$ cat src/rtl/fft_iter_ctrl_if.sv
// rtl/fft_iter_ctrl_if.sv - start/status and memory-address bundle of the FFT sequencer
// FFT_CTRL_STALL_EN adds the stall input.
interface fft_iter_ctrl_if #(
  parameter int LOG2N = 10
);
  localparam int STW = $clog2(LOG2N);

  logic             start;
  logic             busy;
  logic             done;
  logic [STW-1:0]   stage;
  logic             rd_en;
  logic [LOG2N-1:0] rd_addr_a;
  logic [LOG2N-1:0] rd_addr_b;
  logic [LOG2N-2:0] tw_addr;
  logic             bfly_strb;
  logic             wr_en;
  logic [LOG2N-1:0] wr_addr_a;
  logic [LOG2N-1:0] wr_addr_b;
`ifdef FFT_CTRL_STALL_EN
  logic             stall;

  modport master (
    input  start, stall,
    output busy, done, stage, rd_en, rd_addr_a, rd_addr_b, tw_addr,
           bfly_strb, wr_en, wr_addr_a, wr_addr_b
  );
  modport slave (
    output start, stall,
    input  busy, done, stage, rd_en, rd_addr_a, rd_addr_b, tw_addr,
           bfly_strb, wr_en, wr_addr_a, wr_addr_b
  );
`else
  modport master (
    input  start,
    output busy, done, stage, rd_en, rd_addr_a, rd_addr_b, tw_addr,
           bfly_strb, wr_en, wr_addr_a, wr_addr_b
  );
  modport slave (
    output start,
    input  busy, done, stage, rd_en, rd_addr_a, rd_addr_b, tw_addr,
           bfly_strb, wr_en, wr_addr_a, wr_addr_b
  );
`endif
endinterface

$ cat src/rtl/fft_iter_ctrl.sv
// rtl/fft_iter_ctrl.sv - in-place iterative radix-2 DIT FFT address/strobe sequencer
// FFT_CTRL_STALL_EN adds a stall input that freezes issue during RUN.
module fft_iter_ctrl #(
  parameter int LOG2N    = 10,
  parameter int BFLY_LAT = 3,
  parameter int STRB_DLY = 2
) (
  input  logic            clk,
  input  logic            rst,
  fft_iter_ctrl_if.master bus
);
  localparam int STW = $clog2(LOG2N);
  localparam int JW  = LOG2N - 1;
  localparam int GW  = $clog2(BFLY_LAT);

  typedef enum logic [1:0] {IDLE, RUN, DRAIN, FIN} state_t;

  state_t           state_q, state_d;
  logic [JW-1:0]    j_q, j_d;
  logic [STW-1:0]   stage_q, stage_d;
  logic [GW-1:0]    gap_q, gap_d;

  logic             rd_en_q, rd_en_d;
  logic [LOG2N-1:0] addr_a_q, addr_a_d;
  logic [LOG2N-1:0] addr_b_q, addr_b_d;
  logic [JW-1:0]    tw_q, tw_d;
  logic             busy_q, done_q;
  logic [STW-1:0]   stage_out_q;

  logic [BFLY_LAT-1:0] en_dly_q;
  logic [LOG2N-1:0]    a_dly_q [BFLY_LAT];
  logic [LOG2N-1:0]    b_dly_q [BFLY_LAT];

  logic             issue_ok;
  logic [LOG2N-1:0] j_ext, mask, k_ext;
  logic [JW-1:0]    k_j;
  logic [STW-1:0]   tw_shift;

`ifdef FFT_CTRL_STALL_EN
  assign issue_ok = ~bus.stall;
`else
  assign issue_ok = 1'b1;
`endif

  // Address a is j with a zero bit inserted at position 'stage'; b sets that bit.
  always_comb begin
    j_ext    = {1'b0, j_q};
    mask     = (LOG2N'(1) << stage_q) - LOG2N'(1);
    k_j      = j_q & mask[JW-1:0];
    k_ext    = {1'b0, k_j};
    tw_shift = STW'(LOG2N - 1) - stage_q;
  end

  always_comb begin
    state_d  = state_q;
    j_d      = j_q;
    stage_d  = stage_q;
    gap_d    = gap_q;
    rd_en_d  = 1'b0;
    addr_a_d = '0;
    addr_b_d = '0;
    tw_d     = '0;
    case (state_q)
      IDLE: begin
        if (bus.start) begin
          state_d = RUN;
          j_d     = '0;
          stage_d = '0;
        end
      end
      RUN: begin
        if (issue_ok) begin
          rd_en_d  = 1'b1;
          addr_a_d = ((j_ext & ~mask) << 1) | k_ext;
          addr_b_d = addr_a_d | (mask + LOG2N'(1));
          tw_d     = k_j << tw_shift;
          j_d      = j_q + JW'(1);
          if (&j_q) begin
            state_d = DRAIN;
            gap_d   = '0;
          end
        end
      end
      DRAIN: begin
        gap_d = gap_q + GW'(1);
        if (gap_q == GW'(BFLY_LAT - 1)) begin
          gap_d = '0;
          if (stage_q == STW'(LOG2N - 1)) begin
            state_d = FIN;
          end else begin
            stage_d = stage_q + STW'(1);
            state_d = RUN;
          end
        end
      end
      FIN: begin
        state_d = IDLE;
        stage_d = '0;
      end
      default: state_d = IDLE;
    endcase
  end

  always_ff @(posedge clk) begin
    if (rst) begin
      state_q     <= IDLE;
      j_q         <= '0;
      stage_q     <= '0;
      gap_q       <= '0;
      rd_en_q     <= 1'b0;
      addr_a_q    <= '0;
      addr_b_q    <= '0;
      tw_q        <= '0;
      busy_q      <= 1'b0;
      done_q      <= 1'b0;
      stage_out_q <= '0;
    end else begin
      state_q     <= state_d;
      j_q         <= j_d;
      stage_q     <= stage_d;
      gap_q       <= gap_d;
      rd_en_q     <= rd_en_d;
      addr_a_q    <= addr_a_d;
      addr_b_q    <= addr_b_d;
      tw_q        <= tw_d;
      busy_q      <= (state_q != IDLE);
      done_q      <= (state_q == FIN);
      stage_out_q <= stage_q;
    end
  end

  // Read addresses are already zero when rd_en is low, so the taps carry zeros too.
  always_ff @(posedge clk) begin
    if (rst) begin
      en_dly_q <= '0;
      for (int i = 0; i < BFLY_LAT; i++) begin
        a_dly_q[i] <= '0;
        b_dly_q[i] <= '0;
      end
    end else begin
      en_dly_q   <= {en_dly_q[BFLY_LAT-2:0], rd_en_q};
      a_dly_q[0] <= addr_a_q;
      b_dly_q[0] <= addr_b_q;
      for (int i = 1; i < BFLY_LAT; i++) begin
        a_dly_q[i] <= a_dly_q[i-1];
        b_dly_q[i] <= b_dly_q[i-1];
      end
    end
  end

  assign bus.busy      = busy_q;
  assign bus.done      = done_q;
  assign bus.stage     = stage_out_q;
  assign bus.rd_en     = rd_en_q;
  assign bus.rd_addr_a = addr_a_q;
  assign bus.rd_addr_b = addr_b_q;
  assign bus.tw_addr   = tw_q;
  assign bus.bfly_strb = en_dly_q[STRB_DLY-1];
  assign bus.wr_en     = en_dly_q[BFLY_LAT-1];
  assign bus.wr_addr_a = a_dly_q[BFLY_LAT-1];
  assign bus.wr_addr_b = b_dly_q[BFLY_LAT-1];
endmodule

$ cat src/flat_wrapper.sv
// flat-port wrapper written by rule: the top's interface ports become plain ports
module fft_iter_ctrl_flat 
#(
  parameter int LOG2N    = 10,
  parameter int BFLY_LAT = 3,
  parameter int STRB_DLY = 2
)
  (clk, rst, bus_start, bus_busy, bus_done, bus_stage, bus_rd_en, bus_rd_addr_a, bus_rd_addr_b, bus_tw_addr, bus_bfly_strb, bus_wr_en, bus_wr_addr_a, bus_wr_addr_b);
  fft_iter_ctrl_if #(.LOG2N(LOG2N)) bus_i ();
  input  logic clk;
  input  logic rst;
  input wire logic [$bits(bus_i.start)-1:0] bus_start;
  output wire logic [$bits(bus_i.busy)-1:0] bus_busy;
  output wire logic [$bits(bus_i.done)-1:0] bus_done;
  output wire logic [$bits(bus_i.stage)-1:0] bus_stage;
  output wire logic [$bits(bus_i.rd_en)-1:0] bus_rd_en;
  output wire logic [$bits(bus_i.rd_addr_a)-1:0] bus_rd_addr_a;
  output wire logic [$bits(bus_i.rd_addr_b)-1:0] bus_rd_addr_b;
  output wire logic [$bits(bus_i.tw_addr)-1:0] bus_tw_addr;
  output wire logic [$bits(bus_i.bfly_strb)-1:0] bus_bfly_strb;
  output wire logic [$bits(bus_i.wr_en)-1:0] bus_wr_en;
  output wire logic [$bits(bus_i.wr_addr_a)-1:0] bus_wr_addr_a;
  output wire logic [$bits(bus_i.wr_addr_b)-1:0] bus_wr_addr_b;
  assign bus_i.start = bus_start;
  assign bus_busy = bus_i.busy;
  assign bus_done = bus_i.done;
  assign bus_stage = bus_i.stage;
  assign bus_rd_en = bus_i.rd_en;
  assign bus_rd_addr_a = bus_i.rd_addr_a;
  assign bus_rd_addr_b = bus_i.rd_addr_b;
  assign bus_tw_addr = bus_i.tw_addr;
  assign bus_bfly_strb = bus_i.bfly_strb;
  assign bus_wr_en = bus_i.wr_en;
  assign bus_wr_addr_a = bus_i.wr_addr_a;
  assign bus_wr_addr_b = bus_i.wr_addr_b;
  fft_iter_ctrl #(.LOG2N(LOG2N), .BFLY_LAT(BFLY_LAT), .STRB_DLY(STRB_DLY)) u_core (.clk(clk), .rst(rst), .bus(bus_i));
endmodule
$ cat config.mk
export PLATFORM = sky130hd
export DESIGN_NAME = fft_iter_ctrl_flat
export DESIGN_NICKNAME = d
export VERILOG_FILES = /design/src/rtl/fft_iter_ctrl_if.sv /design/src/rtl/fft_iter_ctrl.sv /design/src/flat_wrapper.sv
export SDC_FILE = /design/constraint.sdc
export NUM_CORES = 1
export LEC_CHECK = 0
export ABC_AREA = 1
export BUFFER_PORTS_ARGS = -buffer_cell sky130_fd_sc_hd__buf_2
export CORE_ASPECT_RATIO = 0.5
export CORE_MARGIN = 2
export CORE_UTILIZATION = 44
export DETAILED_ROUTE_END_ITERATION = 8
export PLACE_DENSITY = 0.74
export SYNTH_ARGS = -nofsm -noshare
export SYNTH_HDL_FRONTEND = slang
export SYNTH_SLANG_ARGS = --single-unit
$ cat constraint.sdc
create_clock -name clk -period 3.05 [get_ports clk]
set_input_delay 0.61 -clock clk [delete_from_list [all_inputs] [get_ports clk]]
set_output_delay 0.61 -clock clk [all_outputs]
set_load 0.005 [all_outputs]
After elaboration in Yosys (flattened, before gate mapping)
Memories as Yosys holds them, arrays and structs flattened.
Cells that the tools add are included.

word-level totals
  input bits = 3
  memories = 2
  logic and storage cells = 78
  output and inout bits = 58
  RAM bits = 60
  register bits after elaboration = 56

memories
  memory          depth  bits a word  rd ports  clocked after Yosys merged registers in  write ports  RTL line             RTL
  u_core.a_dly_q  3      10           3         0                                        3            fft_iter_ctrl.sv:31  logic [LOG2N-1:0] a_dly_q [BFLY_LAT];
  u_core.b_dly_q  3      10           3         0                                        3            fft_iter_ctrl.sv:32  logic [LOG2N-1:0] b_dly_q [BFLY_LAT];

operators by class
  reductions and logical operators = 11
  shift-type cells = 2
  bitwise operators = 12
  add/sub/neg operators = 6
  equality and inequality tests = 9
  muxes and demuxes = 24

operators by type and width
  cell                                                 count
  2-to-1 mux 10 bit                                    6
  bitwise AND 9 bit                                    2
  case mux 9 bit (2 select lines)                      1
  2-to-1 mux 2 bit                                     6
  2-to-1 mux 4 bit                                     3
  case mux 4 bit (3 select lines)                      1
  adder 10 x 1 -> 10 bit (second input constant)       1
  OR 10 bit                                            1
  OR 10 x 9 -> 10 bit                                  1
  << shifter 1 x 4 -> 10 bit (first input constant)    1
  subtractor 10 x 2 -> 10 bit (second input constant)  1
  adder 9 x 1 -> 9 bit (second input constant)         1
  2-to-1 mux 9 bit                                     1
  NOT 9 bit                                            1
  AND reduction 9 bit                                  1
  << shifter 9 x 4 -> 9 bit                            1
  case mux 2 bit (4 select lines)                      1
  equality test 2 bit (second input constant)          3
  OR 1 bit                                             6
  nonzero test 2 bit                                   3
  adder 4 x 1 -> 4 bit (second input constant)         1
  equality test 4 bit (second input constant)          1
  2-to-1 mux 1 bit                                     4
  != test 2 x 1 -> 1 bit (second input constant)       2
  other kinds (12)                                     14

Logic depth before layout (Yosys ltp)
  depth after elaboration = 6
  gate-level depth with buffers = 17
  depth with buffers taken out = 16

Worst setup path before layout
OpenSTA, ideal clock, no wires.

  path kind = register to register
  start point = register u_core.stage_q[0]
  end point = register u_core.tw_q[5], in the netlist u_core.bus.tw_addr[5]
  setup time = 0.057 ns
  buffers on the path = 1
  period minus slack after synthesis = 2.280 ns
  setup slack = 0.770 ns
  arrival = 2.223 ns
  data required time = 2.993 ns
  stages on the path, launching flop included = 12
  cells stage by stage = dfxtp_1 inv_1 clkbuf_1 ha_1 nand2_2 ha_1 nor2_1 inv_1 o21ai_0 and2_1 o21ai_0 o21ba_2

between the ends
  longest elaborated chain between the ends = 4
  elaborated cells on any way between the ends = 5
  those cells by class = 2 x add/sub; 2 x shift; 1 x bitwise

RTL lines
  element                      RTL line              RTL
  from (decl)                  fft_iter_ctrl.sv:20   logic [STW-1:0] stage_q, stage_d;
  from (signal assigned)       fft_iter_ctrl.sv:120  stage_q <= stage_d;
  << shifter 1 x 4 -> 10 bit   fft_iter_ctrl.sv:48   mask = (LOG2N'(1) << stage_q) - LOG2N'(1);
  subtractor 10 x 2 -> 10 bit  fft_iter_ctrl.sv:48
  bitwise AND 9 bit            fft_iter_ctrl.sv:49   k_j = j_q & mask[JW-1:0];
  << shifter 9 x 4 -> 9 bit *  fft_iter_ctrl.sv:76   tw_d = k_j << tw_shift;
  to (signal assigned)         fft_iter_ctrl.sv:125  tw_q <= tw_d;
  to (decl)                    fft_iter_ctrl.sv:26   logic [JW-1:0] tw_q, tw_d;

Mark *: on every way between the ends. The rest lies on a longest branch, timed or not.
A chain may end at the register's enable or synchronous reset.

Worst setup path after layout
  start point = register u_core.stage_q[0]
  end point = register u_core.addr_b_q[7], in the netlist u_core.bus.rd_addr_b[7]

between the ends
  longest elaborated chain between the ends = 6
  elaborated cells on any way between the ends = 8
  those cells by class = 2 x add/sub; 1 x shift; 5 x bitwise

RTL lines
  element                                                         RTL line              RTL
  << shifter 1 x 4 -> 10 bit *                                    fft_iter_ctrl.sv:48
  subtractor 10 x 2 -> 10 bit *                                   fft_iter_ctrl.sv:48
  branches (longest 3 deep; another with adder 10 x 1 -> 10 bit)  --
  OR 10 bit *                                                     fft_iter_ctrl.sv:75   addr_b_d = addr_a_d | (mask + LOG2N'(1));
  to (signal assigned)                                            fft_iter_ctrl.sv:124  addr_b_q <= addr_b_d;
  to (decl)                                                       fft_iter_ctrl.sv:25   logic [LOG2N-1:0] addr_b_q, addr_b_d;

Every way passes the cells marked *.

==> impl_metrics.ini <==
[logic_synthesis]
synth_edf_count = 0
synthTopCellsByArea = dfxtp_1, inv_1, nor2_1
postSynthCellCount = 580
syn_nets = 594
ys.flop_type = dfxtp_1
synth_area_per_cell_um2 = 7.753
async_reset_ff_frac = 0
yosysTopAreaCell = dfxtp_1
synth_seq_cells = 116
ys_types = 34
synth_seq_area_share = 0.5164
yosysWarningCount = 0
synth_top_area_frac = 0.5164
synth_area_um2 = 4497

[cts]
htree_levels = 4
cts_tree = built
clk_path_buf_depth = 2
clk_latency_ns = 0.41
cts_buffers = 17
clk_pin_slew_ns = 0.05
cts_hold_buffers = 0
post_cts_buffers = 0
numClockSinks = 116
cts.repair.resized = 0
cts_root_buf = clkbuf_16

[die]
core-area_um2 = 10080
io_pins = 61
start_util = 0.4459
rows = 26
die_area_um2 = 11090
die_h_um = 75.49
die_w_um = 147.0

[critical_path]
worstSetupPathType = register to register
r2r_cells = 12
start_kind = register
r2r_end = u_core.bus.rd_addr_b[7]
r2r-start = u_core.stage_q[0]
critPathLaunch = u_core.stage_q[0]
cp_max_fo = 13
critPathCapture = u_core.bus.rd_addr_b[7]
cp.required_ns = 3.40
worst_ep_arrival_time_ns = 2.95
reg2reg_slack_ns = 0.45
end_kind = register

[global_route]
grt_max_degree = 78
grtUsageTotal = 0.1798
grt_pass1_wl_um = 15290
grt_pass1_vias = 3105
overflow = 0
antenna_found_initial = 0

[power]
p_per_area_nw_per_um2 = 815.6
p_leak_nw = 2.427
peakVddDrop_mv = 0.3911

[detailed_routing]
ant_nets = 0
vias = 3447
drt_iter0_markers = 205
drt-wirelength-per-cell_um = 12.09
drc = 0
drtPass1Iterations = 5
vias_per_cell = 4.414
wl_um = 9440

[status]
outcome = completed

[final_layout]
stdcell_area_um2 = 5405
syn_to_final_growth_pct = 20.20
mostFrequentLayoutCells = dfxtp_1, inv_1, nor2_1
fillers = 995
drive_gt1_frac = 0.1685
layout_commonest_cell = dfxtp_1
layout.nets = 644
num_antenna_cells = 0

[sta]
finClkSkew_ns = 0.005721
max_freq_mhz = 385.0
setup_viol = 0
tightest_slew_ns = 0.7620
final_max_slew_viol_count = 0
period_minus_slack_ns = 2.597
setup_tns_ns = 0
grt_setup_unrepaired = no
fin_crit_sh = 0.8515
finalHoldViolations = 0
slew-limit-headroom = 0.4920

[place]
placedInstanceArea_um2 = 4805
globalplace.congestion = 0.9306
dp_hpwl_um = 6536
io_buffers = 60

[min_path]
hold_path_class = register to register

[run]
cap_violations = 0
synthesized netlist by cell type (all sizes together) (2+ instances only):
cell type	n
o21ai	28
nand2	80
nand3	32
a32o	2
and2	2
o22ai	2
nor3	7
a211oi	4
a31oi	3
clkbuf	9
ha	11
dfxtp	116
a21oi	18
nor4	2
nor2	109
xor2	3
buf	26
inv	116
nand4	4
sequential cells by signal, indices dropped and copies added (netlist names), 2 cells and up:
name	flops
u_core.a_dly_q	30
u_core.gap_q	2
u_core.b_dly_q	30
u_core.bus.rd_addr_b	10
u_core.bus.stage	4
u_core.stage_q	4
u_core.state_q	2
u_core.j_q	9
u_core.bus.rd_addr_a	10
u_core.bus.tw_addr	9
u_core.en_dly_q	3
per-stage QoR:
step	worst slack, ns	util	total power, mW	std cells	hold slack (ns)
2_1_floorplan	0.7704	-	2.221	580	0.3883
3_3_place_gp	0.6943	0.4764	2.411	751	0.3888
3_5_place_dp	0.5723	0.4764	2.418	751	0.3920
4_1_cts	0.5495	0.5360	4.427	781	0.3989
5_1_grt	0.1902	0.5360	4.637	781	0.4162
6_report	0.4529	0.5360	4.409	781	0.3947
worst max-delay path, cell delays in order (launching register included):
cell and delay [ns]:
dfxtp_1 0.58, inv_1 0.11, ha_1 0.28, nand2_2 0.21, ha_1 0.22, inv_1 0.07
nor2_1 0.15, nand3_1 0.11, nand2_1 0.16, inv_1 0.12, o21ai_0 0.32, nand2_1 0.12
nand2_1 0.08
routing by layer:
metal  wire length (um)  track usage  vias to the layer above  share of wire
li1                   -            -                     1852              -
met1               4735       0.2325                     1496           0.50
met2               4023       0.2843                       81           0.43
met3                450      0.05569                       18          0.048
met4                231      0.08120                        0          0.024
met5                  0            0                        -              0
kinds of logic after synthesis:
kind of cell               synth area share
buffers and inverters                0.1441
adders and majority gates           0.03061
DFF                                  0.5164
xor gates and xnor gates           0.005844
and+or+nand+nor                      0.2223
AOI/OAI and AO/OA                   0.08069
final cells by class:
class,count,area (um^2),area share
Inverter,116,435.4,0.08056
Clock buffer,22,474.2,0.08773
Tap cell,140,175.2,0.03241
Clock inverter,8,126.4,0.02338
Sequential cell,116,2322,0.4296
Multi-Input combinational cell,313,1526,0.2824
Timing Repair Buffer,66,345.3,0.06389
worst min path at each step:
stage	start	to	slack [ns]	cells after the start
final	u_core.a_dly_q[0][9]	u_core.a_dly_q[0][19]	0.39	2
after global routing	u_core.a_dly_q[0][9]	u_core.a_dly_q[0][19]	0.42	2
after CTS	u_core.a_dly_q[0][9]	u_core.a_dly_q[0][19]	0.40	2
after detailed placement	u_core.a_dly_q[0][17]	u_core.a_dly_q[0][27]	0.39	2
after global placement	u_core.en_dly_q[0]	u_core.en_dly_q[1]	0.39	2
after floorplan	u_core.a_dly_q[0][0]	u_core.a_dly_q[0][10]	0.39	2
power breakdown:
group / total, mW / switching (mW) / internal (mW) / leakage [nW]
Sequential: 1.65 / 0.0529 / 1.59 / 0.936
Combinational: 0.757 / 0.524 / 0.234 / 1.21
Clock: 2.00 / 0.666 / 1.34 / 0.284
No activity file was read; power rests on OpenSTA's default activity.
